<file path="src/rtl/cache_ticket_sched_pkg.sv">
// Shared types and constants for the cache port-b ticket scheduler.
// Imported by the scheduler RTL.
package cache_ticket_sched_pkg;

  localparam int unsigned BURST_WORDS_W = 3;
  localparam int unsigned CACHE_N_BANKS = 4;
  // Lines moved per ticket; the cache's ticket protocol needs at least two.
  localparam int unsigned TICKET_BEATS  = (2 ** BURST_WORDS_W) / CACHE_N_BANKS;

  typedef logic [1:0] sched_state_t;
  localparam sched_state_t IDLE  = 2'd0;
  localparam sched_state_t ISSUE = 2'd1;
  localparam sched_state_t HOLD  = 2'd2;

  typedef enum logic {
    TKT_FILL = 1'b0,
    TKT_WB   = 1'b1
  } tkt_class_t;

endpackage

</file>
<file path="src/rtl/cache_ticket_sched_if.sv">
// Cache-side ticket handshake: one request/ack/address triple for the wr-fifo
// (refill) and one for the rd-fifo (writeback).
interface cache_ticket_sched_if #(
  parameter int unsigned ADDR_W = 16
) ();

  logic              ticket_rqst_wr;
  logic              ticket_ack_wr_fifo;
  logic [ADDR_W-1:0] wr_fifo_rqst_addr;
  logic              ticket_rqst_rd;
  logic              ticket_ack_rd_fifo;
  logic [ADDR_W-1:0] rd_fifo_rqst_addr;

  modport master (
    output ticket_rqst_wr,
    output wr_fifo_rqst_addr,
    output ticket_rqst_rd,
    output rd_fifo_rqst_addr,
    input  ticket_ack_wr_fifo,
    input  ticket_ack_rd_fifo
  );

  modport slave (
    input  ticket_rqst_wr,
    input  wr_fifo_rqst_addr,
    input  ticket_rqst_rd,
    input  rd_fifo_rqst_addr,
    output ticket_ack_wr_fifo,
    output ticket_ack_rd_fifo
  );

endinterface

</file>
<file path="src/rtl/cache_ticket_sched_rr_arbiter.sv">
// Combinational round-robin pick: first asserted request at or after ptr,
// wrapping modulo N.
module cache_ticket_sched_rr_arbiter #(
  parameter int unsigned N = 4,
  localparam int unsigned IW = (N > 1) ? $clog2(N) : 1
) (
  input  logic [N-1:0]  req,
  input  logic [IW-1:0] ptr,
  output logic [IW-1:0] idx,
  output logic          valid
);

  int unsigned cand;

  always_comb begin
    idx   = '0;
    valid = 1'b0;
    cand  = 0;
    for (int unsigned i = 0; i < N; i++) begin
      cand = (32'(ptr) + i) % N;
      if (!valid && req[IW'(cand)]) begin
        valid = 1'b1;
        idx   = IW'(cand);
      end
    end
  end

endmodule

</file>
<file path="src/rtl/cache_ticket_sched.sv">
// Shares the cache port-b ticket interface between refill and writeback engines,
// one ticket at a time, with a bounded refill run while writebacks wait.
module cache_ticket_sched
  import cache_ticket_sched_pkg::*;
#(
  parameter int unsigned ADDR_W     = 16,
  parameter int unsigned N_FILL     = 4,
  parameter int unsigned N_WB       = 4,
  parameter int unsigned HOLD_CYC   = 3,
  parameter int unsigned MAX_CONSEC = 4
) (
  input  logic                     clk,
  input  logic                     nrst,
  input  logic [N_FILL-1:0]        fill_req,
  input  logic [N_FILL*ADDR_W-1:0] fill_addr,
  output logic [N_FILL-1:0]        fill_gnt,
  input  logic [N_WB-1:0]          wb_req,
  input  logic [N_WB*ADDR_W-1:0]   wb_addr,
  output logic [N_WB-1:0]          wb_gnt,
  cache_ticket_sched_if.master     tkt,
  output logic                     busy,
  output logic                     spurious_ack
);

  localparam int unsigned FILL_IW = (N_FILL > 1) ? $clog2(N_FILL) : 1;
  localparam int unsigned WB_IW   = (N_WB > 1) ? $clog2(N_WB) : 1;
  localparam int unsigned HOLD_W  = $clog2(HOLD_CYC + 1);
  localparam int unsigned CONS_W  = $clog2(MAX_CONSEC + 1);

  if (TICKET_BEATS < 2) begin : g_beats_check
    $error("TICKET_BEATS must be at least 2");
  end

  logic [ADDR_W-1:0] fill_addr_arr [N_FILL];
  logic [ADDR_W-1:0] wb_addr_arr   [N_WB];

  for (genvar g = 0; g < N_FILL; g++) begin : g_fill_addr
    assign fill_addr_arr[g] = fill_addr[g*ADDR_W +: ADDR_W];
  end
  for (genvar g = 0; g < N_WB; g++) begin : g_wb_addr
    assign wb_addr_arr[g] = wb_addr[g*ADDR_W +: ADDR_W];
  end

  sched_state_t       state_q, state_d;
  tkt_class_t         cls_q, cls_d;
  logic [FILL_IW-1:0] fill_sel_q, fill_sel_d;
  logic [WB_IW-1:0]   wb_sel_q, wb_sel_d;
  logic [FILL_IW-1:0] fill_ptr_q, fill_ptr_d;
  logic [WB_IW-1:0]   wb_ptr_q, wb_ptr_d;
  logic [CONS_W-1:0]  consec_q, consec_d;
  logic [HOLD_W-1:0]  hold_q, hold_d;
  logic               rqst_wr_q, rqst_wr_d;
  logic               rqst_rd_q, rqst_rd_d;
  logic [ADDR_W-1:0]  wr_addr_q, wr_addr_d;
  logic [ADDR_W-1:0]  rd_addr_q, rd_addr_d;
  logic [N_FILL-1:0]  fill_gnt_q, fill_gnt_d;
  logic [N_WB-1:0]    wb_gnt_q, wb_gnt_d;
  logic               spur_q, spur_d;
  logic               busy_q, busy_d;

  logic [FILL_IW-1:0] fill_win;
  logic [WB_IW-1:0]   wb_win;
  logic               fill_valid, wb_valid;

  cache_ticket_sched_rr_arbiter #(.N(N_FILL)) u_fill_arb (
    .req   (fill_req),
    .ptr   (fill_ptr_q),
    .idx   (fill_win),
    .valid (fill_valid)
  );

  cache_ticket_sched_rr_arbiter #(.N(N_WB)) u_wb_arb (
    .req   (wb_req),
    .ptr   (wb_ptr_q),
    .idx   (wb_win),
    .valid (wb_valid)
  );

  logic in_issue, issue_fill, issue_wb, ack_ok, spur_hit, pick_wb;

  always_comb begin
    in_issue   = (state_q == ISSUE);
    issue_fill = in_issue && (cls_q == TKT_FILL);
    issue_wb   = in_issue && (cls_q == TKT_WB);
    ack_ok     = (issue_fill && tkt.ticket_ack_wr_fifo) || (issue_wb && tkt.ticket_ack_rd_fifo);
    // An ack is only legitimate for the class currently being issued.
    spur_hit   = (tkt.ticket_ack_wr_fifo && !issue_fill) || (tkt.ticket_ack_rd_fifo && !issue_wb);
    pick_wb    = wb_valid && (!fill_valid || (consec_q == CONS_W'(MAX_CONSEC)));
  end

  always_comb begin
    state_d    = state_q;
    cls_d      = cls_q;
    fill_sel_d = fill_sel_q;
    wb_sel_d   = wb_sel_q;
    fill_ptr_d = fill_ptr_q;
    wb_ptr_d   = wb_ptr_q;
    hold_d     = hold_q;
    rqst_wr_d  = rqst_wr_q;
    rqst_rd_d  = rqst_rd_q;
    wr_addr_d  = wr_addr_q;
    rd_addr_d  = rd_addr_q;
    fill_gnt_d = '0;
    wb_gnt_d   = '0;
    spur_d     = spur_q | spur_hit;

    case (state_q)
      IDLE: begin
        if (fill_valid || wb_valid) begin
          state_d = ISSUE;
          if (pick_wb) begin
            cls_d     = TKT_WB;
            wb_sel_d  = wb_win;
            rd_addr_d = wb_addr_arr[wb_win];
            rqst_rd_d = 1'b1;
          end else begin
            cls_d      = TKT_FILL;
            fill_sel_d = fill_win;
            wr_addr_d  = fill_addr_arr[fill_win];
            rqst_wr_d  = 1'b1;
          end
        end
      end
      ISSUE: begin
        if (ack_ok) begin
          state_d   = HOLD;
          hold_d    = '0;
          rqst_wr_d = 1'b0;
          rqst_rd_d = 1'b0;
          if (cls_q == TKT_FILL) begin
            fill_gnt_d[fill_sel_q] = 1'b1;
            fill_ptr_d = (fill_sel_q == FILL_IW'(N_FILL - 1)) ? '0 : fill_sel_q + 1'b1;
          end else begin
            wb_gnt_d[wb_sel_q] = 1'b1;
            wb_ptr_d = (wb_sel_q == WB_IW'(N_WB - 1)) ? '0 : wb_sel_q + 1'b1;
          end
        end
      end
      HOLD: begin
        if (hold_q == HOLD_W'(HOLD_CYC - 1)) begin
          state_d = IDLE;
        end else begin
          hold_d = hold_q + 1'b1;
        end
      end
      default: state_d = IDLE;
    endcase

    busy_d = (state_d != IDLE);
  end

  // Run length of refill grants, counted only while some writeback is waiting.
  always_comb begin
    consec_d = consec_q;
    if (!wb_valid) begin
      consec_d = '0;
    end else if (ack_ok && (cls_q == TKT_WB)) begin
      consec_d = '0;
    end else if (ack_ok && (cls_q == TKT_FILL) && (consec_q != CONS_W'(MAX_CONSEC))) begin
      consec_d = consec_q + 1'b1;
    end
  end

  always_ff @(posedge clk) begin
    if (!nrst) begin
      state_q    <= IDLE;
      cls_q      <= TKT_FILL;
      fill_sel_q <= '0;
      wb_sel_q   <= '0;
      fill_ptr_q <= '0;
      wb_ptr_q   <= '0;
      consec_q   <= '0;
      hold_q     <= '0;
      rqst_wr_q  <= 1'b0;
      rqst_rd_q  <= 1'b0;
      wr_addr_q  <= '0;
      rd_addr_q  <= '0;
      fill_gnt_q <= '0;
      wb_gnt_q   <= '0;
      spur_q     <= 1'b0;
      busy_q     <= 1'b0;
    end else begin
      state_q    <= state_d;
      cls_q      <= cls_d;
      fill_sel_q <= fill_sel_d;
      wb_sel_q   <= wb_sel_d;
      fill_ptr_q <= fill_ptr_d;
      wb_ptr_q   <= wb_ptr_d;
      consec_q   <= consec_d;
      hold_q     <= hold_d;
      rqst_wr_q  <= rqst_wr_d;
      rqst_rd_q  <= rqst_rd_d;
      wr_addr_q  <= wr_addr_d;
      rd_addr_q  <= rd_addr_d;
      fill_gnt_q <= fill_gnt_d;
      wb_gnt_q   <= wb_gnt_d;
      spur_q     <= spur_d;
      busy_q     <= busy_d;
    end
  end

  assign tkt.ticket_rqst_wr    = rqst_wr_q;
  assign tkt.ticket_rqst_rd    = rqst_rd_q;
  assign tkt.wr_fifo_rqst_addr = wr_addr_q;
  assign tkt.rd_fifo_rqst_addr = rd_addr_q;
  assign fill_gnt              = fill_gnt_q;
  assign wb_gnt                = wb_gnt_q;
  assign busy                  = busy_q;
  assign spurious_ack          = spur_q;

endmodule

</file>
<file path="src/flat_wrapper.sv">
// flat-port wrapper written by rule: the top's interface ports become plain ports
module cache_ticket_sched_flat import cache_ticket_sched_pkg::*;
#(
  parameter int unsigned ADDR_W     = 16,
  parameter int unsigned N_FILL     = 4,
  parameter int unsigned N_WB       = 4,
  parameter int unsigned HOLD_CYC   = 3,
  parameter int unsigned MAX_CONSEC = 4
)
  (clk, nrst, fill_req, fill_addr, fill_gnt, wb_req, wb_addr, wb_gnt, busy, spurious_ack, tkt_ticket_rqst_wr, tkt_wr_fifo_rqst_addr, tkt_ticket_rqst_rd, tkt_rd_fifo_rqst_addr, tkt_ticket_ack_wr_fifo, tkt_ticket_ack_rd_fifo);
  cache_ticket_sched_if #(.ADDR_W(ADDR_W)) tkt_i ();
  input  logic clk;
  input  logic nrst;
  input  logic [N_FILL-1:0] fill_req;
  input  logic [N_FILL*ADDR_W-1:0] fill_addr;
  output logic [N_FILL-1:0] fill_gnt;
  input  logic [N_WB-1:0] wb_req;
  input  logic [N_WB*ADDR_W-1:0] wb_addr;
  output logic [N_WB-1:0] wb_gnt;
  output logic busy;
  output logic spurious_ack;
  output wire logic [$bits(tkt_i.ticket_rqst_wr)-1:0] tkt_ticket_rqst_wr;
  output wire logic [$bits(tkt_i.wr_fifo_rqst_addr)-1:0] tkt_wr_fifo_rqst_addr;
  output wire logic [$bits(tkt_i.ticket_rqst_rd)-1:0] tkt_ticket_rqst_rd;
  output wire logic [$bits(tkt_i.rd_fifo_rqst_addr)-1:0] tkt_rd_fifo_rqst_addr;
  input wire logic [$bits(tkt_i.ticket_ack_wr_fifo)-1:0] tkt_ticket_ack_wr_fifo;
  input wire logic [$bits(tkt_i.ticket_ack_rd_fifo)-1:0] tkt_ticket_ack_rd_fifo;
  assign tkt_ticket_rqst_wr = tkt_i.ticket_rqst_wr;
  assign tkt_wr_fifo_rqst_addr = tkt_i.wr_fifo_rqst_addr;
  assign tkt_ticket_rqst_rd = tkt_i.ticket_rqst_rd;
  assign tkt_rd_fifo_rqst_addr = tkt_i.rd_fifo_rqst_addr;
  assign tkt_i.ticket_ack_wr_fifo = tkt_ticket_ack_wr_fifo;
  assign tkt_i.ticket_ack_rd_fifo = tkt_ticket_ack_rd_fifo;
  cache_ticket_sched #(.ADDR_W(ADDR_W), .N_FILL(N_FILL), .N_WB(N_WB), .HOLD_CYC(HOLD_CYC), .MAX_CONSEC(MAX_CONSEC)) u_core (.clk(clk), .nrst(nrst), .fill_req(fill_req), .fill_addr(fill_addr), .fill_gnt(fill_gnt), .wb_req(wb_req), .wb_addr(wb_addr), .wb_gnt(wb_gnt), .tkt(tkt_i), .busy(busy), .spurious_ack(spurious_ack));
endmodule
</file>
<file path="config.mk">
export PLATFORM = sky130hd
export DESIGN_NAME = cache_ticket_sched_flat
export DESIGN_NICKNAME = d
export VERILOG_FILES = /design/src/rtl/cache_ticket_sched_pkg.sv /design/src/rtl/cache_ticket_sched_if.sv /design/src/rtl/cache_ticket_sched_rr_arbiter.sv /design/src/rtl/cache_ticket_sched.sv /design/src/flat_wrapper.sv
export SDC_FILE = /design/constraint.sdc
export NUM_CORES = 1
export LEC_CHECK = 0
export CORE_MARGIN = 2
export CORE_UTILIZATION = 28
export CTS_CLUSTER_SIZE = 28
export DETAILED_ROUTE_END_ITERATION = 6
export DONT_BUFFER_PORTS = 1
export HOLD_SLACK_MARGIN = 0.03
export PLACE_DENSITY = 0.46
export SLEW_MARGIN = 20
export SYNTH_ARGS = -nofsm -noshare
export SYNTH_HDL_FRONTEND = slang
export SYNTH_SLANG_ARGS = --single-unit
</file>
<file path="constraint.sdc">
create_clock -name clk -period 2.92 [get_ports clk]
set_clock_uncertainty 0.2 [all_clocks]
set_input_delay 0.584 -clock clk [delete_from_list [all_inputs] [get_ports clk]]
set_output_delay 0.584 -clock clk [all_outputs]
set_load 0.03 [all_outputs]
</file>
# After elaboration in Yosys (flattened, before gate mapping)
# Index checks and enable logic that the tools add are counted.
dict set report totals {
  in_bits 140
  ff_bits 60
  mem_count 0
  out_inout_bits 44
  rom_bits 0
  latch_bits 0
  mem_bits_rw 0
}
dict set report classes {
  n_lt_le_gt_ge 14
  n_mux 59
  bitwise_logic 9
  add_sub_neg 10
  mul 0
  n_reduce_logical 46
  eq_ne 12
  div_mod_pow 0
  shifts 0
}
# cell n
set ops {}
lappend ops {{$bmux W16 S2} 2}
lappend ops {{$mux W16} 4}
lappend ops {{$lt A2 B3 Y1 const B} 10}
lappend ops {{$mux W2} 15}
lappend ops {{$mux W1} 24}
lappend ops {{$logic_and A1 B1 Y1} 18}
lappend ops {{$bmux W1 S2} 8}
lappend ops {{$reduce_and A3 Y1} 5}
lappend ops {{$reduce_and A4 Y1} 3}
lappend ops {{$add A2 B1 Y2 const B} 5}
lappend ops {{$logic_not A1 Y1} 9}
lappend ops {{$add A2 B2 Y2 const B} 4}
lappend ops {{$eq A2 B2 Y1 const B} 4}
lappend ops {{$ge A3 B3 Y1 const B} 2}
lappend ops {{$ne A2 B2 Y1 const B} 3}
lappend ops {{$not A1 Y1} 6}
lappend ops {{$not A2 Y3} 2}
lappend ops {{$pmux W2 S3} 1}
lappend ops {{$reduce_bool A2 Y1} 3}
lappend ops {{$demux W1 S2} 2}
lappend ops {{$ge A2 B1 Y1 const B} 2}
lappend ops {{$logic_or A1 B1 Y1} 4}
lappend ops {{$ne A2 B1 Y1 const B} 2}
lappend ops {{$pmux W1 S2} 2}
lappend ops {{other kinds (10)} 10}

# Longest topological paths before layout
dict set report logic_depth {
  word_depth 18
  ltp_mapped 9
  ltp_nobuf 7
}

# By module
# From an unflattened synthesis, not the netlist that was laid out.
dict set report unflattened {
  hier_cells 293
  area_unflattened_um2 3357.0
}
# module cells_per_inst instances area_per_inst_um2
set modules_own_cells {}
lappend modules_own_cells {cache_ticket_sched 263 1 3201.8}
lappend modules_own_cells {cache_ticket_sched_rr_arbiter 15 2 77.6}

# Worst setup path before layout
# OpenSTA, ideal clock, no wires.
dict set report synth_timing {
  kind {input port to flip-flop}
  startpoint {in wb_req[1]}
  endpoint {reg u_core.wr_addr_q[10], in the netlist u_core.tkt.wr_fifo_rqst_addr[10]}
  setup_time_ns 0.083
  n_path_buf 2
  cell_stages 6
  t_required_ns 2.637
  setup_slack_ns 0.351
  arrival_ns 2.286
  path_cell_list {or4_1 buf_2 a2111oi_4 nand3_1 buf_2 o221ai_1}
}
dict set report synth_between {
  elab_chain_len 15
  word_cells_on_any_way 22
  classes_between {mux: 12; bitwise: 1; reduce/logical: 9}
}
# item line
set synth_rtl {}
lappend synth_rtl {{start, declared} flat_wrapper.sv:17} ;# input logic [N_WB-1:0] wb_req;
lappend synth_rtl {{$bmux W1 S2} cache_ticket_sched_rr_arbiter.sv:21} ;# if (!valid && req[IW'(cand)]) begin
lappend synth_rtl {{$mux W1 (implied by the code)} cache_ticket_sched_rr_arbiter.sv:21}
lappend synth_rtl {{$mux W1} cache_ticket_sched_rr_arbiter.sv:21}
lappend synth_rtl {{$logic_not A1 Y1} cache_ticket_sched_rr_arbiter.sv:21}
lappend synth_rtl {{$logic_and A1 B1 Y1} cache_ticket_sched_rr_arbiter.sv:21}
lappend synth_rtl {{$mux W1} cache_ticket_sched_rr_arbiter.sv:21}
lappend synth_rtl {{$logic_not A1 Y1} cache_ticket_sched_rr_arbiter.sv:21}
lappend synth_rtl {{$logic_and A1 B1 Y1} cache_ticket_sched_rr_arbiter.sv:21}
lappend synth_rtl {{$mux W1} cache_ticket_sched_rr_arbiter.sv:21}
lappend synth_rtl {{$logic_not A1 Y1} cache_ticket_sched_rr_arbiter.sv:21}
lappend synth_rtl {{$logic_and A1 B1 Y1} cache_ticket_sched_rr_arbiter.sv:21}
lappend synth_rtl {{$mux W1 *} cache_ticket_sched_rr_arbiter.sv:21}
lappend synth_rtl {{$logic_and A1 B1 Y1} cache_ticket_sched.sv:88} ;# pick_wb = wb_valid && (!fill_valid || (consec_q == CONS_W'(MAX_CONSEC)));
lappend synth_rtl {{$not A1 Y1 (no line)} n/a}
lappend synth_rtl {{$reduce_and A3 Y1 (no line) *} n/a}
lappend synth_rtl {{end signal, assigned} cache_ticket_sched.sv:193} ;# wr_addr_q <= wr_addr_d;
lappend synth_rtl {{end, declared} cache_ticket_sched.sv:54} ;# logic [ADDR_W-1:0] wr_addr_q, wr_addr_d;
# Mark *: on every way between the ends. The rest lies on a longest branch, timed or not. The select of a mux whose other input is x is not followed.
# A chain may end at the register's enable or synchronous reset.

# Final worst setup path
dict set report layout_timing {
  startpoint {in wb_req[1]}
  endpoint {reg u_core.wr_addr_q[9], in the netlist u_core.tkt.wr_fifo_rqst_addr[9]}
}
# Same word-level chain as after synthesis.

==> results_dict.tcl <==
set metrics [dict create \
    worst_pin_slew_ps 1030 \
    yosys.area.top_type_share 0.385 \
    final_net_count 488 \
    via_per_inst 5.13 \
    period_share 0.822 \
    r2r_setup_slack_ps 610 \
    finalCriticalPeriod_ps 2400 \
    hold_viol 0 \
    place_area_um2 3330 \
    fp.dieH_um 110 \
    r2r-start "u_core.consec_q[1]" \
    drc_errors 0 \
    drive_gt1_frac 0.0877 \
    rsz0062_at_grt "false" \
    dieArea_um2 12000 \
    num_vias 2473 \
    start_util 0.288 \
    holdPathEnd "u_core.spurious_ack" \
    status "finished, final reports clean" \
    required_ps 2980 \
    root_buffer "clkbuf_8" \
    syn2layout_area_growth_pct 12.8 \
    synthMuxAreaShare 0.228 \
    gp_routability_congestion 0.715 \
    r2r-end "u_core.tkt.wr_fifo_rqst_addr[9]" \
    peakVddDrop_mv 0.177 \
    grt_overflow_total 0 \
    fmax_ghz 0.416 \
    maxCapViolations 0 \
    synth-compound-area-share 0.156 \
    final_cell_area_um2 3520 \
    grt_max_degree 34 \
    clk_pin_slew_ps 70 \
    p_leak_nw 1.33 \
    synth_edf_count 0 \
    finalSetupViolCount 0 \
    holdPathStages 1 \
    relSlewSlack 0.309 \
    place.port_buffers 0 \
    h-tree-depth 3 \
    grt_first_pass_wirelength_um 11400 \
    hpwlAfterDp_um 5820 \
    synthesis.nets 484 \
    numCtsBuffers 9 \
    async_flop_share 0 \
    dr.first_iter.drc_count 143 \
    ys_warn_count 0 \
    synth_area_leader_cell "dfxtp_1" \
    synth-simple-area-share 0.143 \
    slew_viol_final 0 \
    synth_seq_cells 60 \
    rr_worst_depth 6 \
    cts_buffer_depth 2 \
    diodes 0 \
    track_usage 0.124 \
    start_kind "input pin" \
    yosys.cell_types.count 32 \
    drtPass1Iterations 5 \
    rows 38 \
    drt_wl_total_um 7630 \
    ioPinCount 184 \
    pwr_density_cell_nw_per_um2 561 \
    synth_cells 333 \
    slowest_stage "or4_1" \
    synth-adder-area-share 0.0441 \
    cp_cell_sequence "or4_1 > a2111oi_4 > nand3b_2 > o221ai_1" \
    synthXorXnorAreaFrac 0.00281 \
    synth_top_family_by_area "multiplexers" \
    ys.flop_type "dfxtp_1" \
    fin_setup_tns_ps 0 \
    arrival_ps 2460 \
    hold_buffers 0 \
    syn_area_um2 3120 \
    holdCritStartpoint "nrst" \
    clk_latency_ps 330 \
    antenna_found_initial 0 \
    postCtsSetupRepairBufs 0 \
    ant_nets 0 \
    cts_tree "yes" \
    cp-end-kind "flop" \
    crit_fanout 16 \
    wire_per_inst_um 15.8 \
    grt_pass1_vias 2348 \
    post_cts_resized 0 \
    path_class "in2reg" \
    yosys-top-cells-area "dfxtp_1 (39%), mux2i_1 (22%), o221ai_1 (9.0%)" \
    die_w_um 110 \
    cts.sinks 60 \
    yosysSeqAreaShare 0.385 \
    critPathMaxStageDelay_ps 660 \
    synth.avg_cell_area_um2 9.36 \
    core_um2 10800 \
    min_path_type "in2reg" \
]
[registers in the layout, indices dropped and copies added (netlist names)]
signal / flops
u_core.tkt.rd_fifo_rqst_addr: 16
u_core.tkt.wr_fifo_rqst_addr: 16
u_core.fill_gnt: 4
u_core.wb_gnt: 4
u_core.consec_q: 3
u_core.fill_ptr_q: 2
u_core.fill_sel_q: 2
u_core.hold_q: 2
u_core.state_q: 2
u_core.wb_ptr_q: 2
u_core.wb_sel_q: 2
u_core.busy: 1
u_core.cls_q: 1
u_core.spurious_ack: 1
u_core.tkt.ticket_rqst_rd: 1
u_core.tkt.ticket_rqst_wr: 1
[power by group]
group          leakage, nW  total (mW)  internal (mW)  switching [mW]
combinational        0.747       0.256          0.120           0.136
sequential           0.489       0.987          0.869           0.119
clock               0.0931       0.731          0.391           0.341
total                 1.33        1.97           1.38           0.596
[worst max-delay path: cells and delay by family]
family          cells  cell delay [ps]
simple gates        2             1060
compound gates      2              800
[final cells by class]
class                   instances  area (um2)
clock buffers                  11         131
clock inverters                 5        52.6
fillers                      1131        7320
inverters                      15        56.3
multi-input cells             241        1810
flip-flops and latches         60        1200
well taps                     140         175
repair buffers                 10        87.6
[layout by cell type, fill, tap and decap left out, types with 2 or more instances in the layout]
cell type,instances
nand3_1,3
o221ai_1,32
a22o_1,2
o21a_1,2
clkbuf_1,2
nor3_1,4
mux2i_1,70
dfxtp_1,60
inv_1,15
a21oi_4,2
nand2b_1,7
or4_1,2
ha_1,11
nand2_1,40
and2_1,6
nor2_1,25
o21ai_0,2
clkbuf_8,9
and3_1,4
a221oi_1,2
buf_4,9
a21oi_1,15
clkinv_2,3
[per-layer routing]
metal	track usage	part of all wire
met3	0.0445	0.074
met1	0.143	0.41
met5	0	0
met4	0.0597	0.015
met2	0.201	0.50
[worst max path at each step]
| stage | startpoint | cells past startpoint | endpoint | slack, ps |
|---|---|---|---|---|
| 2_1_floorplan | wb_req[1] | 6 | u_core.tkt.wr_fifo_rqst_addr[10] | 350 |
| 3_3_place_gp | wb_req[1] | 4 | u_core.tkt.wr_fifo_rqst_addr[13] | 220 |
| 3_5_place_dp | wb_req[1] | 4 | u_core.tkt.wr_fifo_rqst_addr[13] | 140 |
| 4_1_cts | wb_req[1] | 4 | u_core.tkt.wr_fifo_rqst_addr[3] | 530 |
| 5_1_grt | wb_req[1] | 4 | u_core.tkt.wr_fifo_rqst_addr[12] | 430 |
| 6_report | wb_req[1] | 4 | u_core.tkt.wr_fifo_rqst_addr[9] | 520 |
[cell usage after synthesis (all sizes together), types with 3 or more instances]
master,number
a21oi,17
and2,6
and3,4
buf,5
clkbuf,12
dfxtp,60
ha,11
inv,15
mux2i,70
nand2,40
nand2b,7
nand3,3
nor2,25
nor3,4
o221ai,32
[cells by family after synthesis]
family	count (synthesis)
DFF	60
and+or+nand+nor	96
buffers and inverters	32
xor gates and xnor gates	1
adders and majority gates	11
muxes	71
AOI/OAI and AO/OA	62
[metrics by stage]
step           hold slack (ps)  total power, mW  std cells  worst slack, ps   util
2_1_floorplan              268             1.20        333              351      -
3_3_place_gp               294             1.26        466              225  0.307
3_5_place_dp               302             1.27        466              138  0.307
4_1_cts                    149             2.01        482              532  0.324
5_1_grt                    149             2.09        482              429  0.324
6_report                   172             1.97        482              519  0.324
Note: power is estimated with default switching activity, not from simulation.
